$ cat src/rtl/forward_hazard_unit.sv
// Forwarding-select and load-use/memory-hold controller for the 16-bit pipeline.
// Keeps a shadow of the EX/MEM and MEM/WB destinations and counts stall/forward cycles.
module forward_hazard_unit #(
  parameter int REG_BITS = 3,
  parameter int CNT_BITS = 16
) (
  input  logic                clock,
  input  logic                reset_n,
  input  logic [REG_BITS-1:0] rs_id,
  input  logic [REG_BITS-1:0] rt_id,
  input  logic                use_rt_id,
  input  logic [REG_BITS-1:0] rs_ex,
  input  logic [REG_BITS-1:0] rt_ex,
  input  logic [REG_BITS-1:0] rd_ex,
  input  logic                reg_write_ex,
  input  logic                mem_read_ex,
  input  logic                mem_busy,
  input  logic                clear_counts,
  output logic [1:0]          forwardA,
  output logic [1:0]          forwardB,
  output logic                stall,
  output logic                freeze,
  output logic [CNT_BITS-1:0] stall_count,
  output logic [CNT_BITS-1:0] fwd_count
);

  typedef enum logic [1:0] {
    RUN    = 2'd0,
    BUBBLE = 2'd1,
    FREEZE = 2'd2
  } stateT;

  stateT               state;
  stateT               nextState;
  logic [REG_BITS-1:0] exmemRd;
  logic [REG_BITS-1:0] memwbRd;
  logic                exmemWe;
  logic                memwbWe;
  logic                loadUse;
  logic                stallInt;
  logic                frozen;
  logic                anyForward;
  logic [1:0]          selA;
  logic [1:0]          selB;

  // EX/MEM wins over MEM/WB because it holds the younger result.
  function automatic logic [1:0] forwardSel(
    input logic [REG_BITS-1:0] src,
    input logic [REG_BITS-1:0] exRd,
    input logic                exWe,
    input logic [REG_BITS-1:0] wbRd,
    input logic                wbWe
  );
    logic [1:0] sel;
    sel = 2'b00;
    if (exWe && (exRd != '0) && (exRd == src)) begin
      sel = 2'b10;
    end else if (wbWe && (wbRd != '0) && (wbRd == src)) begin
      sel = 2'b01;
    end
    return sel;
  endfunction

  assign selA       = forwardSel(rs_ex, exmemRd, exmemWe, memwbRd, memwbWe);
  assign selB       = forwardSel(rt_ex, exmemRd, exmemWe, memwbRd, memwbWe);
  assign anyForward = (selA != 2'b00) || (selB != 2'b00);
  assign frozen     = (state == FREEZE);

  assign loadUse = mem_read_ex && reg_write_ex && (rd_ex != '0) &&
                   ((rd_ex == rs_id) || (use_rt_id && (rd_ex == rt_id)));

  always_comb begin
    nextState = state;
    stallInt  = 1'b0;
    case (state)
      RUN: begin
        if (mem_busy) begin
          nextState = FREEZE;
        end else if (loadUse) begin
          stallInt  = 1'b1;
          nextState = BUBBLE;
        end
      end
      BUBBLE:  nextState = mem_busy ? FREEZE : RUN;
      FREEZE:  nextState = mem_busy ? FREEZE : RUN;
      default: nextState = RUN;
    endcase
  end

  always_ff @(posedge clock) begin
    if (!reset_n) begin
      state <= RUN;
    end else begin
      state <= nextState;
    end
  end

  // The shadow pipeline only advances when the real pipeline does.
  always_ff @(posedge clock) begin
    if (!reset_n) begin
      exmemRd <= '0;
      exmemWe <= 1'b0;
      memwbRd <= '0;
      memwbWe <= 1'b0;
    end else if (!frozen && !mem_busy) begin
      exmemRd <= rd_ex;
      exmemWe <= reg_write_ex;
      memwbRd <= exmemRd;
      memwbWe <= exmemWe;
    end
  end

  always_ff @(posedge clock) begin
    if (!reset_n || clear_counts) begin
      stall_count <= '0;
      fwd_count   <= '0;
    end else begin
      if (stallInt && (stall_count != '1)) begin
        stall_count <= stall_count + CNT_BITS'(1);
      end
      if (anyForward && !frozen && (fwd_count != '1)) begin
        fwd_count <= fwd_count + CNT_BITS'(1);
      end
    end
  end

  assign forwardA = reset_n ? selA : 2'b00;
  assign forwardB = reset_n ? selB : 2'b00;
  assign stall    = reset_n && stallInt;
  assign freeze   = reset_n && frozen;

endmodule

$ cat config.mk
export PLATFORM = sky130hd
export DESIGN_NAME = forward_hazard_unit
export DESIGN_NICKNAME = d
export VERILOG_FILES = /design/src/rtl/forward_hazard_unit.sv
export SDC_FILE = /design/constraint.sdc
export NUM_CORES = 1
export LEC_CHECK = 0
export CORE_ASPECT_RATIO = 1.4
export CORE_UTILIZATION = 51
export CTS_BUF_LIST = sky130_fd_sc_hd__clkbuf_4
export DETAILED_ROUTE_END_ITERATION = 12
export PLACE_DENSITY = 0.91
export SYNTH_ARGS = -nofsm -noshare
export SYNTH_HDL_FRONTEND = slang
export SYNTH_SLANG_ARGS = --single-unit
$ cat constraint.sdc
create_clock -name clock -period 5.6 [get_ports clock]
set_clock_uncertainty 0.1 [all_clocks]
set_input_delay 0.56 -clock clock [delete_from_list [all_inputs] [get_ports clock]]
set_output_delay 0.56 -clock clock [all_outputs]
set_load 0.03 [all_outputs]
==> qor.csv, run 1 <==
metric,value,unit
drive_above_1_share,2.99,%
rows,28,
cap_violations,0,
critPathCaptureType,primary output,
cts_buffer_depth,2,
drt_iter0_markers,106,
rrSetupSlack,3.00,ns
cts.clk_slew.worst_paths,0.12,ns
worstReg2RegStart,fwd_count[0],
top_usage_layer,met2,
max_freq,259,MHz
cts_sinks,42,
required,4.94,ns
rsz0062_at_grt,false,
synth_top_cell_by_area,dfxtp_1,
synth_xor_area_share,12.3,%
cpMaxStageDelayCell,a2111oi_4,
start_util,53.7,%
antennaDiodeCount,0,
grt_pass1_vias,2167,
reg2reg_depth,8,
hold_buffers,0,
setup_viol,0,
leakage,0.964,nW
grt.met3_usage,3.03,%
synthToLayoutAreaGrowth,30.6,%
cts_root_buf,clkbuf_4,
fp.dieH,81.1,um
cts_made_buffers,5,
overflow,0,
nets,362,
dp_hpwl,3940,um
outcome,finished clean,
max_slew_margin,23.8,%
synth_cell_types,37,
timing.final.crit_share,68.9,%
crit_chain,clkdlybuf4s50_1 -> xnor2_1 -> nand4_1 -> a2111oi_4 -> and2_1 -> clkdlybuf4s50_1,
synth-seq-cells,42,
clk_latency,0.35,ns
tritoncts,built,
drv_slew,0,
syn-cell-area,0.00228,mm2
core_area,0.00424,mm2
synthSimpleGateAreaFrac,28.4,%
r2r_end,fwd_count[15],
crit_arrival,3.20,ns
ant_nets,0,
irDropWorstVdd,0.155,mV
hold_class,flop to flop,
routed_wirelength,5360,um
seq_area_frac_synth,36.9,%
hold_viol_final,0,
timing.final.ws_setup,1.74,ns
whs_path_depth,2,
syn_avg_cell_area,8.19,um2
n_fill_cell,338,
crit_top_cell,clkdlybuf4s50_1,
fin_util,70.2,%
hp-start,fwd_count[15],
worstPathMaxFanout,16,
synth_compound_area_share,16.3,%
antenna_found_initial,0,
post_cts_buffers,0,
place_ws,1.76,ns
critPathKind,primary input to primary output,
mostFrequentLayoutCells,"59 x clkdlybuf4s50_1, 42 x dfxtp_1, 31 x nor2_1, 24 x nand2_1, 20 x nand3_1",
synth_mux_area_share,0.440,%
postSynthCellCount,278,
timing.hold.ws,0.414,ns
routed_via_density,5.65,
io_pins,60,
ys_warn_count,0,
grt_pass1_wl,9090,um
setup_tns,0,ns
multi_input_area,0.00137,mm2
drt_pass1_iterations,4,
grt_usage,24.6,%
gp_congestion,0.834,
cellPowerDensity,186,mW/mm2
regArea,841,um2
use_met1,26.6,%
synth_top_family_by_area,simple AND/OR/NAND/NOR gates,
syn-num-nets,305,
drc_errors,0,
grt_max_degree,32,
slowest_delay,0.81,ns
fin_cells,395,
avgRoutedWirePerCell,13.6,um
layout_min_cycle_time,3.86,ns
placed_cells,388,
cts_resized,0,
synth_fa_ha_area_share,2.75,%
die-area,0.00474,mm2
tightest_slew,1.14,ns
start_kind,primary input,
netlist.area_leader.share,36.9,%
port-buffer-count,59,
min_to,fwd_count[15],
cts_htree_levels,2,
vias,2232,
use_met2,46.0,%
die_w,58.5,um
netlist_top_cells_area,"dfxtp_1 37%, xnor2_1 6.9%, xor2_1 5.4%, nor2_1 5.1%, nand3_1 4.4%",
final_common_cell,clkdlybuf4s50_1,
## report_power, final
group	switching (mW)	leakage, nW	total (mW)	internal, mW
registers	0.00490	0.339	0.307	0.302
clock network	0.0959	0.0387	0.186	0.0903
logic	0.0294	0.586	0.0590	0.0296
## synthesized netlist by cell type
library cell / n
a21oi_1: 15
nand4_1: 12
o21a_1: 1
and2_1: 2
buf_6: 1
nor3b_1: 1
xnor2_1: 18
o311ai_0: 3
nand4b_1: 1
o21ai_0: 18
o31ai_1: 6
nand2_1: 24
nor3_1: 4
o211ai_1: 2
nor4b_1: 1
nor2b_1: 1
mux2i_1: 1
a2111oi_0: 2
nor2_1: 31
clkbuf_1: 7
a22oi_1: 1
ha_1: 5
xor2_1: 14
buf_2: 2
or2_2: 1
nor4_1: 1
inv_1: 5
and4_4: 1
or4_1: 6
or3_1: 9
nand2b_1: 1
and3_1: 9
a21boi_0: 8
a2111oi_4: 1
and4bb_1: 1
nand3_1: 20
dfxtp_1: 42
## worst max-delay path: cells and delay by family
| kind | cells | cell delay, ns |
|---|---|---|
| compound gates | 1 | 0.81 |
| buf+inv | 2 | 1.24 |
| simple gates | 2 | 0.42 |
| xor+xnor | 1 | 0.16 |
## registers in the layout (all words and copies together) (netlist names)
signal,count
exmemRd,3
stall_count,16
memwbWe,1
exmemWe,1
state,2
memwbRd,3
fwd_count,16
## metrics by stage
| stage | total power [mW] | area (um2) |
|---|---|---|
| after floorplan | 0.346 | 2280 |
| after CTS | 0.557 | 2970 |
| after detailed placement | 0.373 | 2900 |
| after global routing | 0.574 | 2970 |
| final | 0.552 | 2970 |
| after global placement | 0.371 | 2900 |
## cell families after synthesis
| group | count (synthesis) |
|---|---|
| AOI/OAI and AO/OA | 57 |
| xor gates and xnor gates | 32 |
| and+or+nand+nor | 126 |
| DFF | 42 |
| buffers and inverters | 15 |
| muxes | 1 |
| adders and majority gates | 5 |
## cell type report
cell class	instances	area share, %
Clock buffer	5	1.26
Clock inverter	2	1.14
Inverter	5	0.631
Multi-Input combinational cell	221	46.1
Sequential cell	42	28.3
Tap cell	60	2.52
Timing Repair Buffer	60	20.1
## how the worst max path moves through the flow
stage	from	cells past startpoint	end	slack, ns
6_report	rd_ex[0]	6	stall	1.74
5_1_grt	rd_ex[0]	6	stall	1.59
4_1_cts	rd_ex[0]	6	stall	1.75
3_5_place_dp	rd_ex[0]	6	stall	1.76
3_3_place_gp	rd_ex[0]	6	stall	1.80
2_1_floorplan	rd_ex[0]	5	stall	3.03
## layer usage
layer / share of wire [%] / up-vias
met1: 41 / 1035
li1: - / 1114
met3: 3.7 / 10
met2: 54 / 73
met5: 0 / -
met4: 2.0 / 0
Power figures use the tool's default switching activity.
==> run 2, diff against run 1 <==
- CORE_UTILIZATION: 51 -> 45
- PLACE_DENSITY: 0.91 -> 0.86
- clock period: 5.6 -> 3.5 ns (I/O delays scaled with it)
==> run 2 against run 1 <==
  * Cell count increased by 2.3%
  * Non-clock buffer count increased by 4
  * Routed wire length shrank 0.76%
  * Register-to-register slack got worse by 2.1 ns
  * Worst setup slack worse by 1.2 ns
  * Combinational power rose by 65%
  * Largest cell class unchanged
==> qor.csv, run 2 (synthesis results as in run 1) <==
metric,value,unit,change
rows,30,,was 28
start_kind,primary input,,unchanged
ant_nets,0,,unchanged
cts_made_buffers,5,,unchanged
grt_usage,20.3,%,was 24.6%
max_slew_margin,54.1,%,was 23.8%
cts_root_buf,clkbuf_4,,unchanged
clockPowerShare,29.4,%,was 33.7%
hold_buffers,0,,unchanged
swShare,25.5,%,was 23.6%
max_freq,341,MHz,
mostFrequentLayoutCells,"59 x clkdlybuf4s50_1, 42 x dfxtp_1, 31 x nor2_1, 24 x nand2_1, 20 x nand3_1",,unchanged
drt_iter0_markers,108,,was 106
drv_slew,0,,unchanged
timing.final.crit_share,83.7,%,
routed_wirelength,5320,um,was 5360 um
start_util,47.0,%,was 53.7%
cap_violations,0,,unchanged
synthToLayoutAreaGrowth,31.6,%,was 30.6%
n_fill_cell,424,,was 338
critPathCaptureType,primary output,,unchanged
die_w,62.1,um,was 58.5 um
placed_area,0.00294,mm2,was 0.00290 mm2
cts.clk_slew.worst_paths,0.11,ns,was 0.12 ns
hold_viol_final,0,,unchanged
grt_pass1_vias,2067,,was 2167
power_frac_seq,59.0,%,was 55.6%
hold_class,flop to flop,,unchanged
antenna_found_initial,0,,unchanged
grt_max_degree,20,,was 32
switchingPower,0.212,mW,was 0.130 mW
tightest_slew,0.689,ns,was 1.14 ns
cts_sinks,42,,unchanged
gp_congestion,0.811,,was 0.834
required,3.05,ns,was 4.94 ns
outcome,finished clean,,unchanged
dp_hpwl,3980,um,was 3940 um
crit_arrival,2.48,ns,was 3.20 ns
overflow,0,,unchanged
drive_above_1_share,4.71,%,was 2.99%
core_area,0.00484,mm2,was 0.00424 mm2
grt_pass1_wl,8950,um,was 9090 um
port-buffer-count,59,,unchanged
cts_htree_levels,2,,unchanged
cts_resized,0,,unchanged
cellPowerDensity,278,mW/mm2,was 186 mW/mm2
drt_pass1_iterations,4,,unchanged
final_common_cell,clkdlybuf4s50_1,,unchanged
die-area,0.00535,mm2,was 0.00474 mm2
setup_tns,0,ns,unchanged
setup_viol,0,,unchanged
rsz0062_at_grt,false,,unchanged
fp.dieH,86.2,um,was 81.1 um
antennaDiodeCount,0,,unchanged
cts_buffer_depth,2,,unchanged
reg.largest.list,"fwd_count: 16 flops, stall_count: 16 flops",,unchanged
crit_top_cell,clkdlybuf4s50_1,,unchanged
p_int,0.620,mW,was 0.422 mW
drc_errors,0,,unchanged
nets,366,,was 362
combPwrFrac,11.7,%,was 10.7%
leakage,0.980,nW,was 0.964 nW
path_buf_inv,2,,unchanged
cpMaxStageDelayCell,clkdlybuf4s50_1,,was a2111oi_4
crit_chain,clkdlybuf4s50_1 -> xnor2_1 -> nand4_1 -> a2111oi_4 -> and2_1 -> clkdlybuf4s50_1,,unchanged
worstPathMaxFanout,4,,was 16
layout_min_cycle_time,2.93,ns,
post_cts_buffers,0,,unchanged
vias,2235,,was 2232
routed_via_density,5.53,,was 5.65
avgRoutedWirePerCell,13.2,um,was 13.6 um
slowest_delay,0.67,ns,was 0.81 ns
cpLargestDelayFamily,buffers and inverters,,unchanged
critPathKind,primary input to primary output,,unchanged
final_cell_area,0.00300,mm2,was 0.00297 mm2
tritoncts,built,,unchanged
clk_latency,0.36,ns,was 0.35 ns
io_pins,60,,unchanged
irDropWorstVdd,0.214,mV,was 0.155 mV
-- run 2: per-stage QoR --
| stage | setup slack (ns) | std cells | util [%] | total power, mW | hold slack (ns) |
|---|---|---|---|---|---|
| final | 0.570 | 404 | 61.9 | 0.832 | 0.408 |
| after global routing | 0.476 | 404 | 61.9 | 0.870 | 0.426 |
| after CTS | 0.557 | 404 | 61.9 | 0.840 | 0.407 |
| after detailed placement | 0.573 | 396 | 60.7 | 0.599 | 0.390 |
| after global placement | 0.593 | 396 | 60.7 | 0.596 | 0.381 |
| after floorplan | 1.16 | 278 | - | 0.554 | 0.361 |
-- run 2: power by group through the flow --
stage          Combinational, mW  Clock (mW)  Sequential, mW
4_1_cts                   0.0978       0.252           0.491
3_3_place_gp              0.0949           0           0.501
3_5_place_dp              0.0975           0           0.501
5_1_grt                    0.107       0.271           0.492
2_1_floorplan             0.0541           0           0.500
6_report                  0.0973       0.244           0.491
-- run 2: worst min-delay path: stages, from the launching register on --
cell,delay (ns)
dfxtp_1,0.34
o21ai_0,0.06
a21boi_0,0.07
-- run 2: final timing paths --
| path | slack [ns] | cells after the start | to | from |
|---|---|---|---|---|
| setup / recovery | 0.57 | 6 | stall | rd_ex[1] |
| hold / removal | 0.41 | 2 | memwbWe | memwbWe |
| setup reg to reg | 0.90 | 8 | fwd_count[5] | fwd_count[0] |
| hold reg to reg | 0.41 | 2 | memwbWe | memwbWe |
-- run 2: area by class of cell --
class	instances	area, um2	share of cell area (%)
multi-input combinational	221	1370	45.7
sequential	42	841	28.1
timing repair buffer	64	628	21.0
tap	64	80.1	2.67
clock buffer	6	45.0	1.50
inverter	5	18.8	0.626
clock inverter	2	13.8	0.459
-- run 2: metal layers --
layer	wire length, um	global-route usage, %	vias to the layer above
met2	2840	39.0	51
met4	68	7.19	0
met1	2270	22.3	1051
met3	149	3.42	6
met5	0	0	-
li1	-	-	1127
